==> src/rtl/seg7_capture_decoder_if.sv <==
// Bus between a multiplexed common-anode 7-segment display and seg7_capture_decoder.
// master drives the display lines and stream ready; slave is the decoder.
interface seg7_capture_decoder_if #(
   parameter int unsigned DIGITS = 4
);
   localparam int unsigned IDX_W = (DIGITS > 1) ? $clog2(DIGITS) : 1;

   logic [6:0]          seg_n;
   logic [DIGITS-1:0]   an_n;
   logic [4*DIGITS-1:0] digit_val;
   logic [DIGITS-1:0]   digit_ok;
   logic                out_valid;
   logic                out_ready;
   logic [3:0]          out_digit;
   logic [IDX_W-1:0]    out_idx;
   logic                ovf;
   logic                err;

   modport master (
      output seg_n, an_n, out_ready,
      input  digit_val, digit_ok, out_valid, out_digit, out_idx, ovf, err
   );

   modport slave (
      input  seg_n, an_n, out_ready,
      output digit_val, digit_ok, out_valid, out_digit, out_idx, ovf, err
   );
endinterface

==> src/rtl/seg7_capture_decoder.sv <==
// Sampling decoder for a multiplexed 7-segment bus: sync, settle, glyph decode, valid/ready stream.
// Optional macro SEG7_CAP_CHANGE_ONLY_EN: push only when a digit's value or validity changes.
module seg7_capture_decoder #(
   parameter int unsigned DIGITS        = 4,
   parameter int unsigned STABLE_CYCLES = 8
) (
   input logic                   clk,
   input logic                   rst,
   seg7_capture_decoder_if.slave bus
);
   localparam int unsigned IDX_W = (DIGITS > 1) ? $clog2(DIGITS) : 1;
   localparam int unsigned CNT_W = $clog2(STABLE_CYCLES + 1);

   typedef enum logic [1:0] {IDLE, SETTLE, CAPTURE, HOLD} state_t;

   state_t              state_q, state_d;
   logic [CNT_W-1:0]    cnt_q, cnt_d;
   logic [6:0]          seg_s1_q, seg_s2_q, seg_prev_q;
   logic [DIGITS-1:0]   an_s1_q, an_s2_q, an_prev_q;
   logic [4*DIGITS-1:0] digit_val_q, digit_val_d;
   logic [DIGITS-1:0]   digit_ok_q, digit_ok_d;
   logic                out_valid_q, out_valid_d;
   logic [3:0]          out_digit_q, out_digit_d;
   logic [IDX_W-1:0]    out_idx_q, out_idx_d;
   logic                ovf_q, ovf_d;
   logic                err_q, err_d;

   logic                changed, qualified, one_low;
   logic [DIGITS-1:0]   an_low;
   logic [IDX_W-1:0]    cap_idx;
   logic                cap_legal;
   logic [3:0]          cap_val;
   logic                push;

   function automatic logic [4:0] glyph_decode(input logic [6:0] seg);
      logic [4:0] r;
      case (seg)
         7'h3F:   r = {1'b1, 4'h0};
         7'h06:   r = {1'b1, 4'h1};
         7'h5B:   r = {1'b1, 4'h2};
         7'h4F:   r = {1'b1, 4'h3};
         7'h66:   r = {1'b1, 4'h4};
         7'h6D:   r = {1'b1, 4'h5};
         7'h7D:   r = {1'b1, 4'h6};
         7'h07:   r = {1'b1, 4'h7};
         7'h7F:   r = {1'b1, 4'h8};
         7'h6F:   r = {1'b1, 4'h9};
         7'h77:   r = {1'b1, 4'hA};
         7'h7C:   r = {1'b1, 4'hB};
         7'h39:   r = {1'b1, 4'hC};
         7'h5E:   r = {1'b1, 4'hD};
         7'h79:   r = {1'b1, 4'hE};
         7'h71:   r = {1'b1, 4'hF};
         default: r = '0;
      endcase
      return r;
   endfunction

   assign an_low    = ~an_s2_q;
   assign one_low   = (an_low != '0) && ((an_low & (an_low - 1'b1)) == '0);
   assign qualified = one_low && (~seg_s2_q != 7'h00);
   assign changed   = (seg_s2_q != seg_prev_q) || (an_s2_q != an_prev_q);

   // The prev register holds the pattern proven stable, so CAPTURE decodes from it.
   always_comb begin
      cap_idx = '0;
      for (int unsigned i = 0; i < DIGITS; i++) begin
         if (!an_prev_q[i]) cap_idx = IDX_W'(i);
      end
      {cap_legal, cap_val} = glyph_decode(~seg_prev_q);
   end

   always_comb begin
      state_d = state_q;
      cnt_d   = cnt_q;
      case (state_q)
         IDLE: begin
            if (qualified) begin
               state_d = SETTLE;
               cnt_d   = '0;
            end
         end
         SETTLE: begin
            if (changed) begin
               cnt_d   = '0;
               state_d = qualified ? SETTLE : IDLE;
            end else if (cnt_q == CNT_W'(STABLE_CYCLES - 1)) begin
               state_d = CAPTURE;
            end else begin
               cnt_d = cnt_q + 1'b1;
            end
         end
         CAPTURE, HOLD: begin
            // A change during CAPTURE must not be lost, so it is handled like one in HOLD.
            if (changed) begin
               cnt_d   = '0;
               state_d = qualified ? SETTLE : IDLE;
            end else begin
               state_d = HOLD;
            end
         end
         default: begin
            state_d = IDLE;
            cnt_d   = '0;
         end
      endcase
   end

   always_comb begin
      digit_val_d = digit_val_q;
      digit_ok_d  = digit_ok_q;
      out_valid_d = out_valid_q;
      out_digit_d = out_digit_q;
      out_idx_d   = out_idx_q;
      ovf_d       = 1'b0;
      err_d       = 1'b0;
      push        = 1'b0;

      if (state_q == CAPTURE) begin
         if (cap_legal) begin
`ifdef SEG7_CAP_CHANGE_ONLY_EN
            push = !digit_ok_q[cap_idx] ||
                   (digit_val_q[{cap_idx, 2'b00} +: 4] != cap_val);
`else
            push = 1'b1;
`endif
            digit_val_d[{cap_idx, 2'b00} +: 4] = cap_val;
            digit_ok_d[cap_idx]                = 1'b1;
         end else begin
            err_d               = 1'b1;
            digit_ok_d[cap_idx] = 1'b0;
         end
      end

      if (push) begin
         out_valid_d = 1'b1;
         out_digit_d = cap_val;
         out_idx_d   = cap_idx;
         ovf_d       = out_valid_q && !bus.out_ready;
      end else if (out_valid_q && bus.out_ready) begin
         out_valid_d = 1'b0;
      end
   end

   always_ff @(posedge clk or posedge rst) begin
      if (rst) begin
         seg_s1_q    <= '1;
         seg_s2_q    <= '1;
         seg_prev_q  <= '1;
         an_s1_q     <= '1;
         an_s2_q     <= '1;
         an_prev_q   <= '1;
         state_q     <= IDLE;
         cnt_q       <= '0;
         digit_val_q <= '0;
         digit_ok_q  <= '0;
         out_valid_q <= 1'b0;
         out_digit_q <= '0;
         out_idx_q   <= '0;
         ovf_q       <= 1'b0;
         err_q       <= 1'b0;
      end else begin
         seg_s1_q    <= bus.seg_n;
         seg_s2_q    <= seg_s1_q;
         seg_prev_q  <= seg_s2_q;
         an_s1_q     <= bus.an_n;
         an_s2_q     <= an_s1_q;
         an_prev_q   <= an_s2_q;
         state_q     <= state_d;
         cnt_q       <= cnt_d;
         digit_val_q <= digit_val_d;
         digit_ok_q  <= digit_ok_d;
         out_valid_q <= out_valid_d;
         out_digit_q <= out_digit_d;
         out_idx_q   <= out_idx_d;
         ovf_q       <= ovf_d;
         err_q       <= err_d;
      end
   end

   assign bus.digit_val = digit_val_q;
   assign bus.digit_ok  = digit_ok_q;
   assign bus.out_valid = out_valid_q;
   assign bus.out_digit = out_digit_q;
   assign bus.out_idx   = out_idx_q;
   assign bus.ovf       = ovf_q;
   assign bus.err       = err_q;
endmodule

==> src/flat_wrapper.sv <==
// flat-port wrapper written by rule: the top's interface ports become plain ports
module seg7_capture_decoder_flat 
#(
   parameter int unsigned DIGITS        = 4,
   parameter int unsigned STABLE_CYCLES = 8
)
  (clk, rst, bus_seg_n, bus_an_n, bus_out_ready, bus_digit_val, bus_digit_ok, bus_out_valid, bus_out_digit, bus_out_idx, bus_ovf, bus_err);
  seg7_capture_decoder_if #(.DIGITS(DIGITS)) bus_i ();
  input logic clk;
  input logic rst;
  input wire logic [$bits(bus_i.seg_n)-1:0] bus_seg_n;
  input wire logic [$bits(bus_i.an_n)-1:0] bus_an_n;
  input wire logic [$bits(bus_i.out_ready)-1:0] bus_out_ready;
  output wire logic [$bits(bus_i.digit_val)-1:0] bus_digit_val;
  output wire logic [$bits(bus_i.digit_ok)-1:0] bus_digit_ok;
  output wire logic [$bits(bus_i.out_valid)-1:0] bus_out_valid;
  output wire logic [$bits(bus_i.out_digit)-1:0] bus_out_digit;
  output wire logic [$bits(bus_i.out_idx)-1:0] bus_out_idx;
  output wire logic [$bits(bus_i.ovf)-1:0] bus_ovf;
  output wire logic [$bits(bus_i.err)-1:0] bus_err;
  assign bus_i.seg_n = bus_seg_n;
  assign bus_i.an_n = bus_an_n;
  assign bus_i.out_ready = bus_out_ready;
  assign bus_digit_val = bus_i.digit_val;
  assign bus_digit_ok = bus_i.digit_ok;
  assign bus_out_valid = bus_i.out_valid;
  assign bus_out_digit = bus_i.out_digit;
  assign bus_out_idx = bus_i.out_idx;
  assign bus_ovf = bus_i.ovf;
  assign bus_err = bus_i.err;
  seg7_capture_decoder #(.DIGITS(DIGITS), .STABLE_CYCLES(STABLE_CYCLES)) u_core (.clk(clk), .rst(rst), .bus(bus_i));
endmodule
==> config.mk <==
export PLATFORM = sky130hd
export DESIGN_NAME = seg7_capture_decoder_flat
export DESIGN_NICKNAME = d
export VERILOG_FILES = /design/src/rtl/seg7_capture_decoder_if.sv /design/src/rtl/seg7_capture_decoder.sv /design/src/flat_wrapper.sv
export SDC_FILE = /design/constraint.sdc
export NUM_CORES = 1
export LEC_CHECK = 0
export CAP_MARGIN = 25
export CORE_MARGIN = 1.5
export CORE_UTILIZATION = 53
export DETAILED_ROUTE_END_ITERATION = 8
export GPL_TIMING_DRIVEN = 1
export MAX_ROUTING_LAYER = met4
export PLACE_DENSITY_LB_ADDON = 0.3
export RECOVER_POWER = 25
export SYNTH_ARGS = -nofsm -noshare
export SYNTH_HDL_FRONTEND = slang
export SYNTH_SLANG_ARGS = --single-unit
==> constraint.sdc <==
create_clock -name clk -period 2.75 [get_ports clk]
set_input_delay 0.6875 -clock clk [delete_from_list [all_inputs] [get_ports clk]]
set_output_delay 0.6875 -clock clk [all_outputs]
set_load 0.05 [all_outputs]
==> results of run 1 <==
layout by cell type, fill, tap and decap left out, types with 6 or more instances in the layout:
cell,count
a21oi_1,8
a22o_1,14
clkbuf_8,11
clkdlybuf4s50_1,31
dfrtp_1,35
dfstp_1,11
dfstp_2,22
dlygate4sd3_1,11
inv_1,11
nand2_1,22
nand3_1,6
nor2_1,14
nor3_1,6
xnor2_1,14
metrics by stage:
stage          instances  cell area, um^2  worst slack [ps]  util (%)  hold WS, ps
3_5_place_dp         346             3400               418      65.3          347
2_1_floorplan        238             2900               406         -          345
6_report             362             3620               415      69.6          361
3_3_place_gp         346             3400               489      65.3          346
5_1_grt              362             3620               277      69.6          365
4_1_cts              362             3620               409      69.6          356
registers in the layout (all words and copies together), names as in the netlist, 2 cells and up, named ones only:
signal                count
u_core.an_s1_q            4
u_core.an_prev_q          4
u_core.bus.out_idx        2
u_core.state_q            2
u_core.an_s2_q            4
u_core.bus.out_digit      4
u_core.seg_s1_q           7
u_core.seg_prev_q         7
u_core.seg_s2_q           7
u_core.bus.digit_val     16
u_core.cnt_q              4
how the worst max path moves through the flow:
stage / slack [ps] / to / from
3_5_place_dp: 420 / u_core.bus.out_digit[1] / u_core.seg_prev_q[1]
5_1_grt: 280 / u_core.bus.out_digit[0] / u_core.seg_prev_q[1]
6_report: 420 / u_core.bus.out_digit[1] / u_core.seg_prev_q[1]
3_3_place_gp: 490 / u_core.bus.out_digit[0] / u_core.seg_prev_q[1]
2_1_floorplan: 410 / async pin / rst
4_1_cts: 410 / u_core.bus.out_digit[1] / u_core.seg_prev_q[1]
layout make-up:
type                            instances  share of cell area (%)
Timing Repair Buffer                   47                    13.0
Inverter                               11                    1.14
Clock buffer                           13                    4.98
Sequential cell                        68                    48.1
Multi-Input combinational cell        150                    29.2
Tap cell                               70                    2.42
Clock inverter                          3                    1.14
kinds of logic (layout without fill, tap and decap cells):
family	count (synthesis)	after routing	synth area share [%]
simple gates	78	78	14.8
flops	68	68	60.1
compound gates	46	46	12.4
buf+inv	20	74	3.45
xor+xnor	15	15	4.53
mux	6	6	2.55
fa+ha+maj	5	5	2.16
where the power goes:
part | total, W | internal, W | switching (W) | leakage (nW)
logic | 0.000111 | 0.0000517 | 0.0000593 | 0.631
registers | 0.00108 | 0.00104 | 0.0000324 | 0.830
clock network | 0.000871 | 0.000523 | 0.000348 | 0.115
routing by layer:
layer	wire (um)	GRT usage, %	share of wire [%]	vias to the layer above
met3	267	5.12	5.2	11
met2	2430	30.2	47	62
met4	95	9.45	1.9	0
met5	0	-	0	-
met1	2330	26.5	46	931
li1	-	-	-	941
==> impl_metrics.csv, run 1 <==
group,metric,value,unit
status,outcome,"finished, final reports clean",
detailed_routing,drt_iter0_markers,75,
floorplan,core.rowCount,26,
detailed_routing,totalWireLength,5120,um
job,drv_cap,0,
cts,path_clk_slew,70,ps
hold_path,hold_path.class,"flop to flop",
floorplan,fp.dieH,77.0,um
grt,overflow,0,
critical_path,cp_num_buf_inv,1,
synthesis,synthFlopType,"dfrtp_1",
hold_path,hold_path_depth,0,
power,pwr_density_cell,568,mW/mm^2
cts,cts_setup_buffers,0,
synthesis,yosysTopAreaCell,"dfrtp_1",
detailed_routing,avgViaCountPerCell,5.37,
cts,h-tree-depth,3,
hold_path,hold_end,"u_core.seg_s2_q[3]",
critical_path,critPathMaxStageDelay,640,ps
synthesis,synth_fp_nets,257,
critical_path,crit_fanout,12,
synthesis,async_flop_share,100,%
finish,seq_area,0.00174,mm^2
critical_path,crit_path_cell_trace,"or4b_4 > a211oi_2 > a21o_2 > o31a_1 > buf_4 > mux2_1",
grt,grt_max_degree,39,
critical_path,endpoint_kind,"flop",
cts,cts.sinks,68,
cts,cts_max_path_buffers,2,
power,power,0.00206,W
floorplan,initial_core_util,55.7,%
cts,cts_resized,0,
synthesis,synth_warnings,0,
sta,slew-limit-headroom,56.5,%
synthesis,avgSynthCellArea,12.2,um^2
grt,grt_pass1_vias,1951,
sta,setup_tns,0,ps
sta,rsz0062_at_grt,"no",
hold_path,hold_start,"u_core.seg_s1_q[3]",
place,dp_hpwl,3770,um
critical_path,critical_path_class,"flop to flop",
finish,nets,306,
synthesis,synth_top_cell_area_share,30.2,%
synthesis,ys_ff_latch,68,
critical_path,reg2reg_to,"u_core.bus.out_digit[1]",
sta,finalCritPeriodShare,84.9,%
cts,cts-buffers-inserted,9,
sta,clock_skew,8.73,ps
grt,grt_pass1_wl,9030,um
synthesis,synth_edf_count,0,
sta,setup_viol,0,
finish,n_fill_cell,389,
critical_path,setup.worst_path.start_class,"flop",
critical_path,path_depth,6,
critical_path,critPathTopFamily,"flip-flops",
finish,antennaDiodeCount,0,
finish,area_delta_synth_final,24.8,%
synthesis,synth_area,0.00290,mm^2
cts,ctsHoldBuffers,0,
synthesis,synth_area_leaders,"dfrtp_1 30%, dfstp_2 30%, a22o_1 4.2%",
synthesis,yosysMostFrequentCell,"dfrtp_1",
detailed_routing,routed_wire_length_per_instance,14.1,um
cts,clkLatencyLatePin,340,ps
detailed_routing,antenna_left,0,
power,peakVddDrop,0.000494,V
sta,finalHoldViolations,0,
place,port_buffers,42,
synthesis,yosysUniqueCellTypes,51,
sta,worst_pin_slew,646,ps
cts,cts_tree,"done",
place,gp_congestion,0.858,
synthesis,ys_seq_area_share,60.1,%
detailed_routing,drc,0,
synthesis,synthTopCellsByCount,"35 x dfrtp_1, 33 x dfstp_2, 22 x nand2_1",
grt,grt_antenna_before_repair,0,
floorplan,core,0.00520,mm^2
cts,root_buffer,"clkbuf_8",
critical_path,critical_path_required,2970,ps
critical_path,worstPathArrival,2560,ps
floorplan,dieArea,0.00593,mm^2
critical_path,rr_startpoint,"u_core.seg_prev_q[1]",
sta,post-route-min-period,2330,ps
finish,drive_gt1_share,17.5,%
finish,multiInputGateArea,0.00106,mm^2
sta,clock.fmax,428,MHz
power,p_leak,1.58,nW
grt,grt.total_usage,20.4,%
floorplan,io_pins,43,
detailed_routing,via_count,1945,
detailed_routing,drt_pass1_iterations,4,
synthesis,synthCells,238,
critical_path,cp_slowest_cell,"dfstp_2",
floorplan,die_w,77.0,um
sta,timing.final.max_slew_violations,0,
critical_path,r2r_cells,6,
critical_path,r2r_slack,420,ps
Power figures use the tool's default switching activity.
==> run 2: changes to the inputs <==
clock period = 2.4 ns   (was 2.75 ns; I/O delays follow)
==> run 2 against run 1 <==
  * Total power increased by 12%
  * Critical endpoint is now u_core.bus.digit_val[13]
  * Die area did not move
  * Highest routed layer unchanged
  * Sequential share of layout area is 0.42 points higher
  * Largest cell class unchanged
  * Clock power is 9.0% higher
  * Fmax increased by 3.5%
  * Count of clock-buffer cells in the layout grew 1
  * Cell area is 0.86% lower
  * Critical path type unchanged
  * Register-to-register slack got worse by 270 ps
==> impl_metrics.csv, run 2 (synthesis gave the netlist of run 1 again) <==
group,metric,value,unit
status,outcome,"finished, final reports clean",
critical_path,critical_path_class,"flop to flop",
sta,rsz0062_at_grt,"no",
power,p_sw,0.000522,W
finish,largest_register_ff_count,16,
sta,slew-limit-headroom,5.12,%
cts,cts_tree,"done",
hold_path,hold_start,"u_core.seg_s1_q[4]",
finish,post-route-util,69.0,%
finish,drive_gt1_share,17.1,%
finish,seq_area,0.00174,mm^2
sta,timing.final.max_slew_violations,0,
floorplan,initial_core_util,55.7,%
power,peakVddDrop,0.000529,V
critical_path,crit_fanout,13,
critical_path,endpoint_kind,"flop",
power,p_clk_share,41.1,%
floorplan,core.rowCount,26,
critical_path,worstPathArrival,2490,ps
sta,finalCritPeriodShare,94.0,%
cts,root_buffer,"clkbuf_8",
critical_path,cp-startpoint,"u_core.seg_prev_q[5]",
finish,layout_common_cells,"35 x dfrtp_1, 31 x clkdlybuf4s50_1, 22 x nand2_1, 22 x dfstp_2",
grt,grt_pass1_vias,1985,
sta,post-route-min-period,2260,ps
power,p_seq_share,53.3,%
detailed_routing,drc,0,
job,drv_cap,0,
sta,clock.fmax,443,MHz
finish,final_cell_area,0.00359,mm^2
finish,n_fill_cell,395,
place,dpl_cell_area,0.00341,mm^2
sta,whs,361,ps
power,pwr_density_cell,644,mW/mm^2
floorplan,die_w,77.0,um
critical_path,rr_startpoint,"u_core.seg_prev_q[5]",
power,p_sw_share,22.6,%
cts,cts_setup_buffers,0,
critical_path,critPathMaxStageDelay,560,ps
floorplan,dieArea,0.00593,mm^2
sta,worst_pin_slew,1420,ps
power,combPwrFrac,5.7,%
detailed_routing,drt_pass1_iterations,4,
finish,multiInputGateArea,0.00106,mm^2
critical_path,r2r_slack,140,ps
floorplan,core,0.00520,mm^2
grt,grt_pass1_wl,9740,um
sta,setup_viol,0,
sta,clock_skew,14.6,ps
floorplan,fp.dieH,77.0,um
cts,clkLatencyLatePin,340,ps
critical_path,critPathTopFamily,"compound AO/OA/AOI/OAI gates",
cts,path_clk_slew,70,ps
cts,cts-buffers-inserted,9,
place,dp.cells,347,
place,gp_congestion,0.894,
cts,cts.sinks,68,
finish,antennaDiodeCount,0,
power,p_leak,1.56,nW
sta,setup_tns,0,ps
finish,stdcell_count,363,
detailed_routing,via_count,1981,
finish,nets,307,
grt,grt.total_usage,22.3,%
critical_path,cp_slowest_cell,"or4b_4",
hold_path,hold_path.class,"flop to flop",
cts,ctsHoldBuffers,0,
cts,h-tree-depth,3,
grt,grt_antenna_before_repair,0,
detailed_routing,totalWireLength,5650,um
critical_path,critical_path_required,2630,ps
cts,cts_resized,0,
detailed_routing,routed_wire_length_per_instance,15.6,um
detailed_routing,drt_iter0_markers,121,
critical_path,setup.worst_path.start_class,"flop",
sta,finalHoldViolations,0,
detailed_routing,antenna_left,0,
place,port_buffers,42,
floorplan,io_pins,43,
cts,cts_max_path_buffers,2,
place,dp_hpwl,3900,um
grt,overflow,0,
detailed_routing,avgViaCountPerCell,5.46,
finish,area_delta_synth_final,23.8,%
power,p_int,0.00179,W
critical_path,cp_num_buf_inv,0,
grt,grt_max_degree,69,
critical_path,crit_path_cell_trace,"or4b_4 > a211oi_2 > a21o_2 > o31a_1 > nand2_1 > a22o_1",
finish,final_common_cell,"dfrtp_1",
-- run 2: changes by cell type in the layout (fill, tap and decap cells not counted), sizes merged --
cell	previous run	this run
inv	12	10
buf	5	6
clkinv	1	2
clkbuf	13	14
-- run 2: area by class of cell --
cell class | instances | area share, %
Clock buffer | 14 | 4.53
Clock inverter | 2 | 0.976
Inverter | 11 | 1.15
Multi-Input combinational cell | 150 | 29.5
Sequential cell | 68 | 48.6
Tap cell | 70 | 2.44
Timing Repair Buffer | 48 | 12.9
-- run 2: through the flow --
| step | setup WS [ps] | total power, W |
|---|---|---|
| 2_1_floorplan | 143 | 0.00134 |
| 3_3_place_gp | 214 | 0.00139 |
| 3_5_place_dp | 167 | 0.00139 |
| 4_1_cts | 133 | 0.00234 |
| 5_1_grt | 16.5 | 0.00240 |
| 6_report | 144 | 0.00231 |
-- run 2: per-layer routing --
metal	up-vias	GRT usage (%)	wire length, um
met3	12	5.71	172
met2	43	34.7	2770
li1	941	-	-
met5	-	-	0
met4	0	9.27	117
met1	985	27.8	2590
-- run 2: power by group through the flow --
stage	sequential (W)	clock [W]	combinational [W]
after global routing	0.00124	0.00102	0.000146
after global placement	0.00125	0	0.000134
after detailed placement	0.00125	0	0.000138
final	0.00123	0.000949	0.000131
after floorplan	0.00123	0	0.000103
after CTS	0.00123	0.000963	0.000140
-- run 2: final timing paths --
kind,endpoint,cells past startpoint
worst max-delay path,u_core.bus.digit_val[13],6
worst min-delay path,u_core.seg_s2_q[4],0
worst max register to register,u_core.bus.digit_val[13],6
worst min register to register,u_core.seg_s2_q[4],0
max in group asynchronous,u_core.cnt_q[3],3
min in group asynchronous,u_core.bus.out_idx[0],3
-- run 2: worst reg2reg max path: cells and delay by family, from the launching register on --
family | cells | cell delay [ps]
compound gates | 4 | 960
flops | 1 | 440
simple gates | 2 | 750
